==> src/rtl/fir_coe_loader.sv <==
// FIR coefficient loader: serial word stream into a shadow bank, atomic swap to active bank.
// Optional FIR_COE_CHECKSUM_EN: trailing XOR word per frame, verified before the swap.
module fir_coe_loader #(
  parameter int _COE_WIDTH = 16,
  parameter int _COE_NUM   = 17
) (
  input  logic                           clk,
  input  logic                           reset,
  input  logic [_COE_WIDTH-1:0]          i_cfg_data,
  input  logic                           i_cfg_vld,
  input  logic                           i_cfg_last,
  output logic                           o_cfg_rdy,
  input  logic                           i_upd_allow,
  output logic [_COE_WIDTH*_COE_NUM-1:0] o_h_port,
  output logic                           o_h_upd,
  output logic                           o_err,
  output logic                           o_busy
);

`ifdef FIR_COE_CHECKSUM_EN
  localparam int FLEN = _COE_NUM + 1;
`else
  localparam int FLEN = _COE_NUM;
`endif
  localparam int CW = $clog2(_COE_NUM + 2);
  localparam int IW = (_COE_NUM > 1) ? $clog2(_COE_NUM) : 1;

  typedef enum logic [1:0] {
    IDLE,
    LOAD,
    DISCARD,
    WAIT_SWAP
  } state_e;

  state_e state_q;
  logic [CW-1:0] cnt_q;
  logic [_COE_NUM-1:0][_COE_WIDTH-1:0] shadow_q;
  logic [_COE_NUM-1:0][_COE_WIDTH-1:0] h_q;
  logic rdy_q;
  logic upd_q;
  logic err_q;
`ifdef FIR_COE_CHECKSUM_EN
  logic [_COE_WIDTH-1:0] csum_q;
`endif

  logic          acc;
  logic [CW-1:0] cnt_inc;
  logic          full;
  logic          wr_slot;

  assign acc     = i_cfg_vld & rdy_q;
  assign cnt_inc = cnt_q + CW'(1);
  assign full    = (cnt_inc == CW'(FLEN));
  assign wr_slot = (cnt_q < CW'(_COE_NUM));

  always_ff @(posedge clk or negedge reset) begin
    if (!reset) begin
      state_q  <= IDLE;
      cnt_q    <= '0;
      shadow_q <= '0;
      h_q      <= '0;
      rdy_q    <= 1'b0;
      upd_q    <= 1'b0;
      err_q    <= 1'b0;
`ifdef FIR_COE_CHECKSUM_EN
      csum_q   <= '0;
`endif
    end else begin
      upd_q <= 1'b0;
      err_q <= 1'b0;
      rdy_q <= 1'b1;
      unique case (state_q)
        IDLE: begin
          if (acc) begin
            shadow_q[0] <= i_cfg_data;
            cnt_q       <= CW'(1);
`ifdef FIR_COE_CHECKSUM_EN
            csum_q      <= i_cfg_data;
`endif
            if (i_cfg_last) begin
              if (FLEN == 1) begin
                state_q <= WAIT_SWAP;
                rdy_q   <= 1'b0;
              end else begin
                err_q <= 1'b1;
                cnt_q <= '0;
              end
            end else if (FLEN == 1) begin
              state_q <= DISCARD;
            end else begin
              state_q <= LOAD;
            end
          end
        end
        LOAD: begin
          if (acc) begin
            cnt_q <= cnt_inc;
            if (wr_slot) begin
              shadow_q[cnt_q[IW-1:0]] <= i_cfg_data;
`ifdef FIR_COE_CHECKSUM_EN
              csum_q <= csum_q ^ i_cfg_data;
`endif
            end
            if (i_cfg_last) begin
`ifdef FIR_COE_CHECKSUM_EN
              if (full && (csum_q == i_cfg_data)) begin
`else
              if (full) begin
`endif
                state_q <= WAIT_SWAP;
                rdy_q   <= 1'b0;
              end else begin
                state_q <= IDLE;
                err_q   <= 1'b1;
                cnt_q   <= '0;
              end
            end else if (full) begin
              state_q <= DISCARD;
            end
          end
        end
        DISCARD: begin
          if (acc && i_cfg_last) begin
            state_q <= IDLE;
            err_q   <= 1'b1;
            cnt_q   <= '0;
          end
        end
        WAIT_SWAP: begin
          if (i_upd_allow) begin
            h_q     <= shadow_q;
            upd_q   <= 1'b1;
            cnt_q   <= '0;
            state_q <= IDLE;
          end else begin
            rdy_q <= 1'b0;
          end
        end
        default: state_q <= IDLE;
      endcase
    end
  end

  assign o_cfg_rdy = rdy_q;
  assign o_h_port  = h_q;
  assign o_h_upd   = upd_q;
  assign o_err     = err_q;
  assign o_busy    = (state_q != IDLE);

endmodule

==> config.mk <==
export PLATFORM = sky130hd
export DESIGN_NAME = fir_coe_loader
export DESIGN_NICKNAME = d
export VERILOG_FILES = /design/src/rtl/fir_coe_loader.sv
export SDC_FILE = /design/constraint.sdc
export NUM_CORES = 1
export LEC_CHECK = 0
export CAP_MARGIN = 10
export CORE_MARGIN = 5
export CORE_UTILIZATION = 55
export CTS_CLUSTER_DIAMETER = 80
export DETAILED_ROUTE_END_ITERATION = 16
export PLACE_DENSITY = 0.89
export SETUP_SLACK_MARGIN = 0.15
export SLEW_MARGIN = 20
export SYNTH_ARGS = -nofsm -noshare
export SYNTH_HDL_FRONTEND = slang
export SYNTH_SLANG_ARGS = --single-unit
==> constraint.sdc <==
create_clock -name clk -period 2.25 [get_ports clk]
set_input_delay 0.675 -clock clk [delete_from_list [all_inputs] [get_ports clk]]
set_output_delay 0.675 -clock clk [all_outputs]
set_load 0.005 [all_outputs]
# == Word-level counts from Yosys, hierarchy flattened ==
# Cells that the tools add are included.
# word_totals
regBits,554
latch_bits,0
ramBits,0
romBits,0
inputBits,21
word_cells,101
memories,0
# op_classes
n_addsub,1
n_mul,0
n_div,0
order_cmp,3
n_eq_ne,11
shifts,0
muxes,36
bitwise,1
reduce_logical,10
# op_table
operator,n
272-bit bitwise mux,1
16-bit demux with 5-bit select,1
16-bit 2-to-1 mux,4
16-bit case mux with 2 select lines,1
5-bit 2-to-1 mux,6
5-bit case mux with 4 select lines,1
2-bit 2-to-1 mux,8
2-bit inequality test (second input constant),6
1-bit 2-to-1 mux,11
2-bit case mux with 4 select lines,1
4-bit AND reduction,2
5-bit by 6-bit less-than comparator with 1-bit output (second input constant),1
6-bit AND reduction,1
5-bit by 1-bit adder with 5-bit output (second input constant),1
5-bit equality test (second input constant),1
5-bit by 1-bit greater-or-equal comparator with 1-bit output (second input constant),1
5-bit less-than comparator (second input constant),1
2-bit equality test (second input constant),2
2-bit nonzero test,2
3-bit inequality test (second input constant),1
1-bit case mux with 3 select lines,1
3-bit AND reduction,1
2-bit by 1-bit equality test with 1-bit output (second input constant),1
1-bit logical AND,2
4 further kinds,4

# == Logic depth before layout (Yosys ltp) ==
# depth
depth_word,8
depth_mapped,7
ltp_nobuf,6

# == Worst setup path after synthesis ==
# Ideal clock, no wire load.
# synth_timing
path_type,register -> register
start,register cnt_q[0]
end,register shadow_q[10] (netlist bit)
t_arrival_ps,1947
required_ps,2125
path_slack_ps,178
path_stages_with_launch,8
n_path_buf,2
period_less_slack_ps,2072
cell_sequence,dfrtp_1 clkbuf_1 inv_1 ha_1 a31oi_1 nor3_2 buf_6 mux2_2
# synth_via
elab_chain_len,8
word_cells_on_any_way,12
classes_between,order compare: 3; eq/ne: 1; mux: 6; reduce/logical: 2
# synth_rtl
item,line_no,rtl
start: declaration,36,logic [CW-1:0] cnt_q;
start signal: assignment,97,cnt_q <= cnt_inc;
5-bit by 6-bit less-than comparator with 1-bit output (not written as such) or 5-bit by 1-bit greater-or-equal comparator with 1-bit output (tied branches),99,shadow_q[cnt_q[IW-1:0]] <= i_cfg_data;
1-bit logical AND (not written as such),99,
16-bit 2-to-1 mux (not written as such),99,
16-bit demux with 5-bit select,99,
272-bit bitwise mux,99,
16-bit 2-to-1 mux,98,if (wr_slot) begin
16-bit 2-to-1 mux,96,if (acc) begin
16-bit case mux with 2 select lines,72,unique case (state_q)
end signal: indexed assignment,99,
end: declaration,37,logic [_COE_NUM-1:0][_COE_WIDTH-1:0] shadow_q;
# Several ways; a longest one is shown, not always the timed one. The select of a mux whose other input is x is not followed.
# A chain may end at the register's enable or synchronous reset.

# == Worst setup path after layout ==
# layout_timing
start,register state_q[0]
end,output o_busy
# layout_via
elab_chain_len,1
# layout_rtl
item,line_no,rtl
start: declaration,35,state_e state_q;
start signal: assignment,58,state_q <= IDLE;
start signal: assignment,82,state_q <= WAIT_SWAP;
start signal: assignment,89,state_q <= DISCARD;
2-bit nonzero test,148,assign o_busy = (state_q != IDLE);
end: declaration,17,output logic o_busy
# Every way passes these cells.

==> key figures <==
Status
  • Status: finished clean

Timing
  • Fin crit period: 2040 ps
  • RSZ-0062 raised after global routing: false
  • Worst slew pin tran: ~660 ps
  • Setup Skew: between 20 and 30 ps
  • Setup_tns: 0 ps
  • Final setup fails: 0
  • Pins Over Slew Limit: 0
  • Fin crit share: 90.9%
  • Final Hold Viols: 0
  • Setup WS post-layout: about 210 ps
  • Slew margin rel.: a little under three fifths
  • Fmax achieved: between 0.4 and 0.5 GHz

Drt
  • Antenna Nets Post-Route: 0
  • Initial DRC count: 1248
  • Drc violations: 0
  • WL per Instance: 21.3 um
  • Vias per inst: roughly 5.5
  • Via count: approximately 15000
  • Total Wirelength: approximately 59000 um
  • Count of TritonRoute iterations in the first routing pass: 5

Critical path
  • Crit Path Category: register to output pin
  • Buf/Inv on CP: 1
  • Data required, critical path: approximately 1600 ps
  • CP max-delay cell: dfrtp_2
  • CP Launch Type: register
  • Crit-path max cell delay: approximately 400 ps
  • CP delay by family, top: flip-flops
  • Worst-path maximum fanout: 2
  • CP Cell Sequence: or2_4 -> buf_6
  • Crit path capture type: output pin
  • Crit path DAT: approximately 1400 ps

Yosys
  • Leading area contributor after synthesis: dfrtp_1
  • Synth unique cells: 47
  • Most common cell in the netlist: nand2_1
  • Yosys synthesis warning count: 0
  • Top cells by area, synth: dfrtp_1 65%, nand2_1 15%, mux2_2 14%, clkbuf_1 0.97%, buf_6 0.74%
  • Top cell type's share of synthesized area: 65.1%
  • Asr flop ratio synth: between 90% and 100%
  • Top_reg_cell synth: dfrtp_1
  • Mapped cell area: ~21000 sq um
  • EDFF count, synth: 0
  • Post-synthesis sequential area ratio: between 60% and 70%
  • Post-Synthesis Cells: 1845
  • Register bit total from synthesis: 554
  • Synthesized area per cell: between 10 and 15 sq um
  • Post-synth top cells: 823 x nand2_1, 554 x dfrtp_1, 265 x mux2_2
  • Syn Nets: ~1900

Die
  • FP Rows: 72
  • Top-Level Pins: approximately 300
  • Initial Utilization: 55.3%
  • Die width: around 210 um
  • Die height: between 200 and 250 um
  • Die area: 42700 sq um
  • Core area: 38500 sq um

Pwr
  • Pleak: 15.5 nW
  • Power density over the cells: 883 nW/um^2
  • Max VDD drop: 0.000581 V

Global routing
  • Total grt overflow: 0
  • Initial antenna violation count: 3
  • Vias in the first global route: between 15000 and 20000
  • Largest net degree at the start of global routing: 139
  • Total Routing Usage GR: about 28%
  • Global-route wire length before repair: ~92000 um

Clock tree
  • CTS Buffer Depth: 3
  • Clock sink count: ~550
  • Clk pin slew, worst setup/hold paths: around 60 ps
  • Hold Buf Count CTS: 0
  • Cts bufs inserted: 52
  • H-Tree Depth: 2
  • Clk_lat worst skew: roughly 580 ps
  • Clock root buffer: clkbuf_16
  • CTS tree: built

Job
  • Max cap viols: 0

Final layout
  • Area growth syn-to-layout: 26.9%
  • Post-route core utilization: a little over two thirds
  • Nets: 2230
  • Post-layout instance count excluding filler cells: approximately 2800
  • Ratio of cells with drive above 1 in the final layout: 22.0%

Placement
  • Dpl ws: -376 ps
  • RePlAce Congestion: ~0.85
  • Dpl cells: 2630
  • Detail Placement HPWL: approximately 38000 um
  • Number of port buffers: 296

Worst hold path
  • Hold crit path type: input pin to async pin
worst paths after layout:
path | endpoint | cells past startpoint | startpoint | slack, ps
min in group clk | o_h_port[134] | 2 | o_h_port[134] | 470
max in group asynchronous | shadow_q[91] | 2 | reset | 1400
min reg2reg | o_h_port[134] | 2 | o_h_port[134] | 470
max | o_busy | 2 | state_q[0] | 210
min | o_h_port[216] | 1 | reset | 4
max reg2reg | shadow_q[10] | 7 | cnt_q[0] | 240
repair_timing:
item                                    in CTS  in global routing
pin swaps                                    0                  1
buffers inserted                            37                  1
resized for setup                          280                  4
endpoints found under the setup margin     274                 19
sequential cells by signal (all words and copies together), names as in the netlist:
name,count
shadow_q,272
state_q,2
cnt_q,5
o_cfg_rdy,1
o_err,1
o_h_upd,1
o_h_port,272
cells in the final DEF (no fill, tap or decap), types with 4 or more instances in the layout:
cell,instances
a21oi_1,5
a31oi_1,4
and3_1,8
buf_12,26
buf_4,91
bufinv_16,5
clkbuf_1,14
clkbuf_16,52
clkbuf_8,15
clkdlybuf4s50_1,19
dfrtp_1,551
dlygate4sd2_1,273
ha_1,5
inv_1,5
mux2_1,4
mux2_2,265
nand2_1,823
nand2_4,4
nand3_4,6
nor2_1,6
o21ai_0,7
report_power, final:
group	total [mW]	internal [mW]	switching (mW)
logic	2.44	1.38	1.06
clock network	9.14	5.36	3.78
registers	12.3	11.4	0.912
total	23.8	18.1	5.75
metrics by stage:
step	hold slack (ps)	power (mW)	instance area (sq um)
6_report	3.88	23.8	27000
5_1_grt	13.5	24.7	27000
4_1_cts	10.7	23.9	27000
3_5_place_dp	448	14.8	25300
3_3_place_gp	442	14.5	25300
2_1_floorplan	379	13.6	21300
kinds of logic after synthesis:
logic type      share of synthesized area, %
simple gates                            16.5
flops                                   65.1
mux                                     14.5
buf+inv                                 2.83
compound gates                         0.764
fa+ha+maj                              0.294
final cells by class:
| type | instances | area [sq um] |
|---|---|---|
| Sequential cell | 554 | 13900 |
| Fill cell | 2572 | 11500 |
| Multi-Input combinational cell | 1177 | 6840 |
| Timing Repair Buffer | 413 | 3840 |
| Clock buffer | 81 | 1560 |
| Tap cell | 518 | 648 |
| Clock inverter | 14 | 235 |
| Inverter | 6 | 30.0 |
| Antenna cell | 1 | 2.50 |
metal layers:
layer | share of wire (%) | wire length (um) | global-route usage, % | vias to the layer above
met2 | 50 | 29200 | 46.5 | 715
met3 | 7.0 | 4130 | 4.83 | 187
met4 | 5.0 | 2950 | 12.7 | 0
met1 | 38 | 22600 | 36.2 | 7739
met5 | 0 | 0 | 0 | -
li1 | - | - | - | 6623
(Power assumes the default switching activity.)
